`src/rtl/pc_seq_unit.sv`:
```
// Program-counter sequencer with jal/jump/ret/branch handling and a small
// circular return-address stack whose overflow and underflow set a sticky error flag.
module pc_seq_unit #(
  parameter int                 WIDTH     = 16,
  parameter int                 RAS_DEPTH = 4,
  parameter logic [WIDTH-1:0]   RESET_PC  = '0
) (
  input  logic             clk,
  input  logic             reset,
  input  logic             stall,
  input  logic             jalEN,
  input  logic             jumpEN,
  input  logic             retEN,
  input  logic             branchEN,
  input  logic [WIDTH-1:0] src2,
  output logic [WIDTH-1:0] pc,
  output logic [WIDTH-1:0] Rlink,
  output logic             rasEmpty,
  output logic             rasFull,
  output logic             rasErr
);

  localparam int PTR_W = (RAS_DEPTH > 1) ? $clog2(RAS_DEPTH) : 1;
  localparam int CNT_W = $clog2(RAS_DEPTH + 1);
  localparam logic [PTR_W-1:0] LAST_IDX = PTR_W'(RAS_DEPTH - 1);
  localparam logic [PTR_W-1:0] PTR_ONE  = PTR_W'(1);
  localparam logic [CNT_W-1:0] FULL_CNT = CNT_W'(RAS_DEPTH);
  localparam logic [CNT_W-1:0] CNT_ONE  = CNT_W'(1);
  localparam logic [WIDTH-1:0] PC_ONE   = WIDTH'(1);
  localparam logic [WIDTH-1:0] PC_TWO   = WIDTH'(2);

  logic [WIDTH-1:0] pcReg, pcNext;
  logic [WIDTH-1:0] linkReg, linkNext;
  logic [PTR_W-1:0] wrPtrReg, wrPtrNext;
  logic [CNT_W-1:0] countReg, countNext;
  logic             errReg;
  logic             errSet;
  logic             doPush, doPop;
  logic [PTR_W-1:0] topIdx;
  logic [WIDTH-1:0] pcPlus1;
  logic [WIDTH-1:0] rasMem [RAS_DEPTH];

  assign pc       = pcReg;
  assign Rlink    = linkReg;
  assign rasErr   = errReg;
  assign rasEmpty = (countReg == '0);
  assign rasFull  = (countReg == FULL_CNT);

  // The write pointer names the next free slot, so the top entry sits one behind it.
  assign topIdx  = (wrPtrReg == '0) ? LAST_IDX : (wrPtrReg - PTR_ONE);
  assign pcPlus1 = pcReg + PC_ONE;

  always_comb begin
    pcNext    = pcPlus1;
    linkNext  = linkReg;
    doPush    = 1'b0;
    doPop     = 1'b0;
    errSet    = 1'b0;
    wrPtrNext = wrPtrReg;
    countNext = countReg;

    if (jalEN) begin
      pcNext   = src2;
      linkNext = pcPlus1;
      doPush   = 1'b1;
      errSet   = rasFull;
    end else if (jumpEN) begin
      pcNext = src2;
    end else if (retEN) begin
      if (!rasEmpty) begin
        pcNext = rasMem[topIdx];
        doPop  = 1'b1;
      end else begin
        errSet = 1'b1;
      end
    end else if (branchEN) begin
      pcNext = pcReg + src2 - PC_TWO;
    end

    // When full, the push lands on the oldest slot, so only the pointer advances.
    if (doPush) begin
      wrPtrNext = (wrPtrReg == LAST_IDX) ? '0 : (wrPtrReg + PTR_ONE);
      countNext = rasFull ? countReg : (countReg + CNT_ONE);
    end else if (doPop) begin
      wrPtrNext = topIdx;
      countNext = countReg - CNT_ONE;
    end
  end

  always_ff @(posedge clk) begin
    if (!reset) begin
      pcReg    <= RESET_PC;
      linkReg  <= '0;
      wrPtrReg <= '0;
      countReg <= '0;
      errReg   <= 1'b0;
    end else if (!stall) begin
      pcReg    <= pcNext;
      linkReg  <= linkNext;
      wrPtrReg <= wrPtrNext;
      countReg <= countNext;
      errReg   <= errReg | errSet;
    end
  end

  // Stack contents carry no reset; occupancy alone decides validity.
  always_ff @(posedge clk) begin
    if (reset && !stall && doPush) begin
      rasMem[wrPtrReg] <= pcPlus1;
    end
  end

endmodule

```
`config.mk`:
```
export PLATFORM = sky130hd
export DESIGN_NAME = pc_seq_unit
export DESIGN_NICKNAME = d
export VERILOG_FILES = /design/src/rtl/pc_seq_unit.sv
export SDC_FILE = /design/constraint.sdc
export NUM_CORES = 1
export LEC_CHECK = 0
export CAP_MARGIN = 20
export CORE_MARGIN = 4
export CORE_UTILIZATION = 57
export DETAILED_ROUTE_END_ITERATION = 10
export PLACE_DENSITY = 0.88
export SYNTH_ARGS = -nofsm -noshare
export SYNTH_HDL_FRONTEND = slang
export SYNTH_SLANG_ARGS = --single-unit
```
`constraint.sdc`:
```
create_clock -name clk -period 3.6 [get_ports clk]
set_clock_uncertainty 0.2 [all_clocks]
set_input_delay 0.9 -clock clk [delete_from_list [all_inputs] [get_ports clk]]
set_output_delay 0.9 -clock clk [all_outputs]
set_load 0.005 [all_outputs]
```
# Yosys cells after proc, flatten, opt, wreduce, memory -nomap -nowiden
# Memory sizes are Yosys's and may differ from the RTL's.
# Cells that the tools add are included.
[word_totals]
reg_bits = 38
ramBits = 64
inputBits = 23
out_inout_bits = 35
word_cells = 50
memories = 1
[memory_table]
columns = ["name", "depth", "word_bits", "rd", "rd_ports_with_merged_regs", "wr", "line", "text"]
rows = [
  ["rasMem", 4, 16, 1, 0, 1, "41", "logic [WIDTH-1:0] rasMem [RAS_DEPTH];"],
]
[classes]
add_sub_neg = 7
n_eq_ne = 3
muxes = 23
n_bitwise = 2
reduce_logical = 9
[op_table]
columns = ["operator", "count"]
rows = [
  ["16-bit two-way mux", 5],
  ["16-bit by 1-bit adder with 16-bit output (second input constant)", 1],
  ["16-bit adder", 1],
  ["16-bit by 2-bit subtractor with 16-bit output (second input constant)", 1],
  ["1-bit two-way mux", 11],
  ["3-bit two-way mux", 3],
  ["2-bit two-way mux", 4],
  ["2-bit AND reduction", 2],
  ["3-bit by 1-bit adder with 3-bit output (second input constant)", 1],
  ["3-bit equality test (second input constant)", 1],
  ["3-bit zero test", 1],
  ["3-bit AND reduction", 1],
  ["3-bit by 1-bit subtractor with 3-bit output (second input constant)", 1],
  ["2-bit by 1-bit adder with 2-bit output (second input constant)", 1],
  ["2-bit equality test (second input constant)", 1],
  ["1-bit logical AND", 2],
  ["2-bit zero test", 1],
  ["2-bit inequality test (second input constant)", 1],
  ["2-bit nonzero test", 1],
  ["2-bit by 1-bit subtractor with 2-bit output (second input constant)", 1],
  ["1-bit zero test", 1],
  ["1-bit NOT", 1],
  ["1-bit OR", 1],
]

# Longest topological paths before layout
# Gate-level depths: netlist of the first run.
[depth]
ltp_word = 7
mapped_depth = 12
ltp_nobuf = 12

# Worst setup path before layout of the first run
# OpenSTA, ideal clock, no wires.
[synth_timing]
path_type = "input-to-reg"
start = "in src2[13]"
end = "reg pcReg[15], in the netlist pc[15]"
setup_time_ns = 0.060
t_arrival_ns = 2.859
t_required_ns = 3.340
path_slack_ns = 0.481
cell_stages = 10
path_buffers = 0
cell_sequence = "inv_1 > ha_1 > inv_1 > ha_1 > a211oi_1 > nand2_1 > o221ai_1 > a21oi_1 > or4b_2 > nand2_1"
[synth_between]
elab_chain_cells = 6
[synth_rtl]
columns = ["item", "line", "text"]
rows = [
  ["start, declared", "15", "input logic [WIDTH-1:0] src2,"],
  ["16-bit adder", "77", "pcNext = pcReg + src2 - PC_TWO;"],
  ["16-bit by 2-bit subtractor with 16-bit output", "77", ""],
  ["16-bit two-way mux", "76", "end else if (branchEN) begin"],
  ["16-bit two-way mux", "69", "end else if (retEN) begin"],
  ["16-bit two-way mux", "67", "end else if (jumpEN) begin"],
  ["16-bit two-way mux", "62", "if (jalEN) begin"],
  ["end signal, assigned", "98", "pcReg <= pcNext;"],
  ["end, declared", "32", "logic [WIDTH-1:0] pcReg, pcNext;"],
]
# Every way passes these cells.
# A chain may end at the register's enable or synchronous reset.

# Worst setup path in the final report of the first run
[layout_timing]
start = "in src2[1]"
end = "reg pcReg[15], in the netlist pc[15]"
# The elaborated chain is that of the path after synthesis.

==> results.cfg, run 1 <==
[status]
outcome = finished clean

[floorplan]
start_util = 0.586
die_x_um = 108
die_y_um = 108
dieArea_sq_mm = 0.0117
rows = 36
ios = 58
core_sq_mm = 0.00977

[finish]
regArea_sq_mm = 0.00268
fin_util = 0.695
n_antenna_cell = 0
syn_to_final_growth_pct = 18.5
final_layout_size_suffix_gt1_frac = 0.120
nets = 689
final_cells = 768
multiInputGateArea_sq_mm = 0.00262
fillCellCount = 715

[grt]
gr-total-overflow = 0
grt_pass1_vias = 4707
grt_antenna_before_repair = 0
grt_max_degree = 23
grt_pass1_wl_mm = 24.1
track_usage = 0.267

[yosys]
synth_cell_types = 60
ys_seq_elements = 102
syn_area_per_cell_sq_um = 10.5
seq_area_frac_synth = 0.468
synth_edf_count = 64
synth_compound_area_frac = 0.134
yosys.area_share.simple = 0.128
synth_mux_area_frac = 0.0738
synthAdderAreaFrac = 0.0812
synth_xor_area_frac = 0.0397
synth_top_family_by_area = compound AO/OA/AOI/OAI gates
syn_area_sq_mm = 0.00573
synth.largest_area_cell = edfxtp_1
netlist_top_cells_area = edfxtp_1 34%, dfxtp_1 13%, ha_1 7.4%, inv_1 4.4%, mux4_2 3.9%
ys.flop_type = edfxtp_1
ys_warn_count = 0
synth-async-reset-ratio = 0
synth_nets = 604
synth_top_area_share = 0.335
synth_cells = 545

[timing]
rsz0062_at_grt = yes
finalSetupViolCount = 0
tightest_slew_ns = 0.723
post-route-period-util = 0.953
drv_slew = 0
max_freq_mhz = 292
hold_ws_ns = 0.270
hold_violations = 0
min_period_ns = 3.43
slew-limit-headroom = 0.515

[placed_design]
port_buffers = 57
post-dp-hpwl_mm = 10.9
dp.cells = 752
routabilityCongestion = 0.955

[run]
drv_cap = 0

[setup_path]
path_class = in -> reg
crit_path_max_fanout = 3
arrival_ns = 3.54
end_kind = flop
startpoint_type = input pin
cp.required_ns = 3.71

[clock_tree]
cts_root_buffer = clkbuf_8
clkTransAtPathRegs_ns = 0.11
cts_max_level = 3
tritoncts = built
cts_sinks = 102
numCtsBuffers = 9
cts_buffer_depth = 2
holdBufCountCts = 0
clk_latency_ns = 0.37

[routing]
firstDrtPassIters = 7
vias = 4640
routed_wl_mm = 14.9
drc = 0
post_drt_wl_per_cell_um = 19.4
viasPerCell = 6.04
first_iter_violations = 339
ant_nets = 0

[pwr]
p_leak_nw = 2.67
p_per_area_mw_per_mm2 = 420
ir_drop_mv = 0.299

[worst_hold_path]
hp-class = reg -> reg
-- worst paths after layout --
path	startpoint	to	slack [ns]	cells past startpoint
worst max-delay path	src2[1]	pc[15]$_SDFFE_PN0N_	0.17	13
worst min-delay path	Rlink[0]$_SDFFE_PN0P_	Rlink[0]$_SDFFE_PN0P_	0.27	2
worst max register to register	pc[1]$_SDFFE_PN0N_	pc[15]$_SDFFE_PN0N_	0.68	12
worst min register to register	Rlink[0]$_SDFFE_PN0P_	Rlink[0]$_SDFFE_PN0P_	0.27	2
-- power by group --
part	total (W)	switching, W	internal [W]	leakage [nW]
clock network	0.000707	0.000435	0.000272	0.0965
registers	0.00135	0.0000517	0.00130	0.903
logic	0.000795	0.000425	0.000369	1.67
total	0.00285	0.000912	0.00194	2.67
-- synth_stat cells (3+ instances only) --
cell,count
nand3_1,16
and3_1,8
clkbuf_8,5
a211oi_1,8
o21ai_0,22
nor2_1,53
inv_1,67
nor3_1,15
a31oi_1,5
or3_1,4
mux4_2,10
xor2_1,4
nor4_1,4
nand4_1,3
mux4_1,6
buf_2,3
nand2_1,34
o22ai_1,4
mux2i_1,4
nor2b_1,5
xnor2_1,22
ha_1,34
buf_6,3
clkbuf_1,11
a221oi_1,8
o311ai_0,4
a21oi_1,30
dfxtp_1,38
o31ai_1,7
a21o_1,6
edfxtp_1,64
o211ai_1,6
-- cell type report --
| type | instances | area share |
|---|---|---|
| repair buffers | 98 | 0.129 |
| inverters | 68 | 0.0376 |
| multi-input cells | 351 | 0.386 |
| well taps | 133 | 0.0245 |
| clock inverters | 6 | 0.00921 |
| flip-flops and latches | 102 | 0.395 |
| clock buffers | 10 | 0.0188 |
-- kinds of logic (layout without fill, tap and decap cells) --
family	Yosys count	after routing
XOR/XNOR	26	26
multiplexers	20	20
flip-flops	102	102
AO/OA/AOI/OAI	116	116
AND/OR/NAND/NOR	153	153
adder cells (fa/ha/maj)	36	36
buffers and inverters	92	182
-- routing by layer --
metal  track usage  wire (um)  vias up
met3        0.0382       1200       36
li1              -          -     2137
met2         0.452       7270      258
met1         0.357       6110     2209
met5             0          0        -
met4        0.0830        344        0
-- repair_timing --
action                                  in CTS  in global routing
gates resized for setup                      0                  0
setup buffers                                0                  0
endpoints found under the setup margin       0                  1
-- placed cells by master, fill, tap and decap left out, types with 4 or more instances in the layout --
cell,count
clkdlybuf4s50_1,57
edfxtp_1,64
nor2_1,53
nand3_1,16
or3_1,4
a211oi_1,8
nor2b_1,5
o22ai_1,4
mux2i_1,4
buf_4,41
clkbuf_8,9
o211ai_1,6
mux4_2,10
o31ai_1,7
inv_1,67
dfxtp_1,38
nand2_1,34
a21o_1,6
nor4_1,4
a221oi_1,8
and3_1,8
nor3_1,15
mux4_1,6
a31oi_1,5
xor2_1,4
o311ai_0,4
xnor2_1,22
o21ai_0,22
ha_1,34
a21oi_1,30
-- stage by stage --
step | power (W) | TNS [ns] | setup slack [ns] | instance area, sq um
2_1_floorplan | 0.00185 | 0 | 0.481 | 5730
3_3_place_gp | 0.00212 | -0.344 | -0.144 | 6600
3_5_place_dp | 0.00215 | -0.747 | -0.206 | 6600
4_1_cts | 0.00285 | 0 | 0.165 | 6790
5_1_grt | 0.00299 | -0.0130 | -0.0130 | 6790
6_report | 0.00285 | 0 | 0.170 | 6790
-- state kept, by name, summed over array words and instances (netlist names) --
| register | flops |
|---|---|
| pc | 16 |
| rasErr | 1 |
| countReg | 3 |
| wrPtrReg | 2 |
| rasMem | 64 |
| Rlink | 16 |
-- worst max-delay path: stages --
cell and delay, ns:
clkdlybuf4s50_1 0.47, inv_1 0.05, ha_1 0.27, inv_1 0.04, ha_1 0.21, inv_1 0.07
fa_1 0.20, nor2b_1 0.07, o211ai_1 0.28, a21o_1 0.20, a21oi_1 0.08, or4b_2 0.60
nand2_1 0.09
(Power assumes the default switching activity.)
==> run 2: changes to the inputs <==
--- a/config.mk
+++ b/config.mk
@@ -7,8 +7,9 @@
 export LEC_CHECK = 0
 export CAP_MARGIN = 20
 export CORE_MARGIN = 4
-export CORE_UTILIZATION = 57
+export CORE_UTILIZATION = 64
 export DETAILED_ROUTE_END_ITERATION = 10
+export DONT_BUFFER_PORTS = 1
 export PLACE_DENSITY = 0.88
 export SYNTH_ARGS = -nofsm -noshare
 export SYNTH_HDL_FRONTEND = slang
==> run 2 against run 1 <==
- global-route usage rose by 0.38 points
- sequential power barely moved
- worst hold slack improved by 0.015 ns
- utilization fell by 1.6 points
- critical endpoint is now pc[13]$_SDFFE_PN0N_
- setup slack improved by 0.32 ns
- highest routed layer unchanged
- critical path type is now reg -> reg
- cell count fell by 15%
- non-clock buffer count fell by 92
- sequential share of layout area rose by 5.8 points
- via count fell by 8.0%
==> results.cfg, run 2 (synthesis gave the netlist of run 1 again) <==
[status]
outcome = finished clean

[pwr]
p_per_area_mw_per_mm2 = 449
clkPwrFrac = 0.259
p_int_w = 0.00181
p_leak_nw = 2.28
switching_share = 0.320
p_switching_w = 0.000852
power.share.sequential = 0.510
p_comb_frac = 0.231
ir_drop_mv = 0.219

[floorplan]
die_y_um = 103
ios = 58
rows = 34
core_sq_mm = 0.00872
die_x_um = 103
dieArea_sq_mm = 0.0105
start_util = 0.657

[finish]
mostFrequentLayoutCell = inv_1
max_flop_register = rasMem
regArea_sq_mm = 0.00268
largest_reg_flops = 64
final_cells = 651
fillCellCount = 617
multiInputGateArea_sq_mm = 0.00262
final_layout_size_suffix_gt1_frac = 0.0755
syn_to_final_growth_pct = 3.30
fin_area_sq_mm = 0.00592
n_antenna_cell = 0
nets = 597
final_cell_mix = 67 x inv_1, 64 x edfxtp_1, 53 x nor2_1, 38 x dfxtp_1

[placed_design]
routabilityCongestion = 0.932
port_buffers = 0
post-dp-hpwl_mm = 9.80
dp.cells = 635
place_area_sq_mm = 0.00574

[clock_tree]
cts_root_buffer = clkbuf_8
clkTransAtPathRegs_ns = 0.10
holdBufCountCts = 0
cts_sinks = 102
numCtsBuffers = 9
cts_max_level = 3
post-cts-setup-buffer-count = 0
ctsResizeCount = 0
clk_latency_ns = 0.36
cts_buffer_depth = 2
tritoncts = built

[grt]
globalRouteMet3Util = 0.0731
grt_busiest_layer = met2
grt_antenna_before_repair = 0
grt_pass1_vias = 4268
grt_max_degree = 30
grt_use_met1 = 0.359
gr-usage-met2 = 0.431
gr-total-overflow = 0
grt_pass1_wl_mm = 21.5
track_usage = 0.271

[routing]
ant_nets = 0
post_drt_wl_per_cell_um = 21.1
drc = 0
first_iter_violations = 419
routed_wl_mm = 13.7
viasPerCell = 6.56
firstDrtPassIters = 5
vias = 4269

[worst_hold_path]
hp-class = reg -> reg

[timing]
finalSetupViolCount = 0
min_period_ns = 3.11
tightest_slew_ns = 0.810
tns_ns = 0
hold_ws_ns = 0.285
hold_violations = 0
slew-limit-headroom = 0.460
drv_slew = 0
post-route-period-util = 0.864
rsz0062_at_grt = no
max_freq_mhz = 322

[setup_path]
arrival_ns = 3.18
cp.required_ns = 3.67
path_class = reg -> reg
crit_path_max_fanout = 5
startpoint_type = flop
end_kind = flop

[run]
drv_cap = 0
## run 2: final timing paths
path | from | endpoint | slack (ns) | cells after the start
max reg2reg | pc[1]$_SDFFE_PN0N_ | pc[13]$_SDFFE_PN0N_ | 0.49 | 12
min | Rlink[1]$_SDFFE_PN0P_ | Rlink[1]$_SDFFE_PN0P_ | 0.29 | 2
min reg2reg | Rlink[1]$_SDFFE_PN0P_ | Rlink[1]$_SDFFE_PN0P_ | 0.29 | 2
max | pc[1]$_SDFFE_PN0N_ | pc[13]$_SDFFE_PN0N_ | 0.49 | 12
## run 2: layout make-up
cell class | count | area share
inverters | 68 | 0.0431
clock buffers | 10 | 0.0216
clock inverters | 6 | 0.00930
multi-input cells | 351 | 0.442
repair buffers | 6 | 0.00761
flip-flops and latches | 102 | 0.453
well taps | 108 | 0.0228
## run 2: critical path, stage by stage, from the launching register on
cell and delay (ns):
dfxtp_1 0.52, inv_1 0.12, ha_1 0.28, inv_1 0.06, ha_1 0.17, inv_1 0.06
fa_1 0.41, nor2b_1 0.18, o211ai_1 0.16, a21oi_1 0.25, o221ai_1 0.18, xnor2_1 0.17
a31o_2 0.25
## run 2: power by group through the flow
stage	sequential (W)	combinational (W)	clock, W
after floorplan	0.00136	0.000485	0
after global placement	0.00138	0.000578	0
after detailed placement	0.00138	0.000596	0
after CTS	0.00136	0.000602	0.000691
after global routing	0.00136	0.000681	0.000748
final	0.00136	0.000614	0.000688
## run 2: routing by layer
layer / share of wire / wire, um / up-vias
li1: - / - / 1965
met1: 0.40 / 5480 / 2017
met2: 0.48 / 6570 / 251
met3: 0.10 / 1370 / 36
met4: 0.022 / 299 / 0
met5: 0 / 0 / -
## run 2: stage by stage
step | utilization | total power (W) | setup WS (ns)
global placement | 0.658 | 0.00196 | 0.332
detailed placement | 0.658 | 0.00198 | 0.264
global route | 0.679 | 0.00279 | 0.366
CTS | 0.679 | 0.00265 | 0.565
finish | 0.679 | 0.00266 | 0.490
floorplan | - | 0.00185 | 0.481
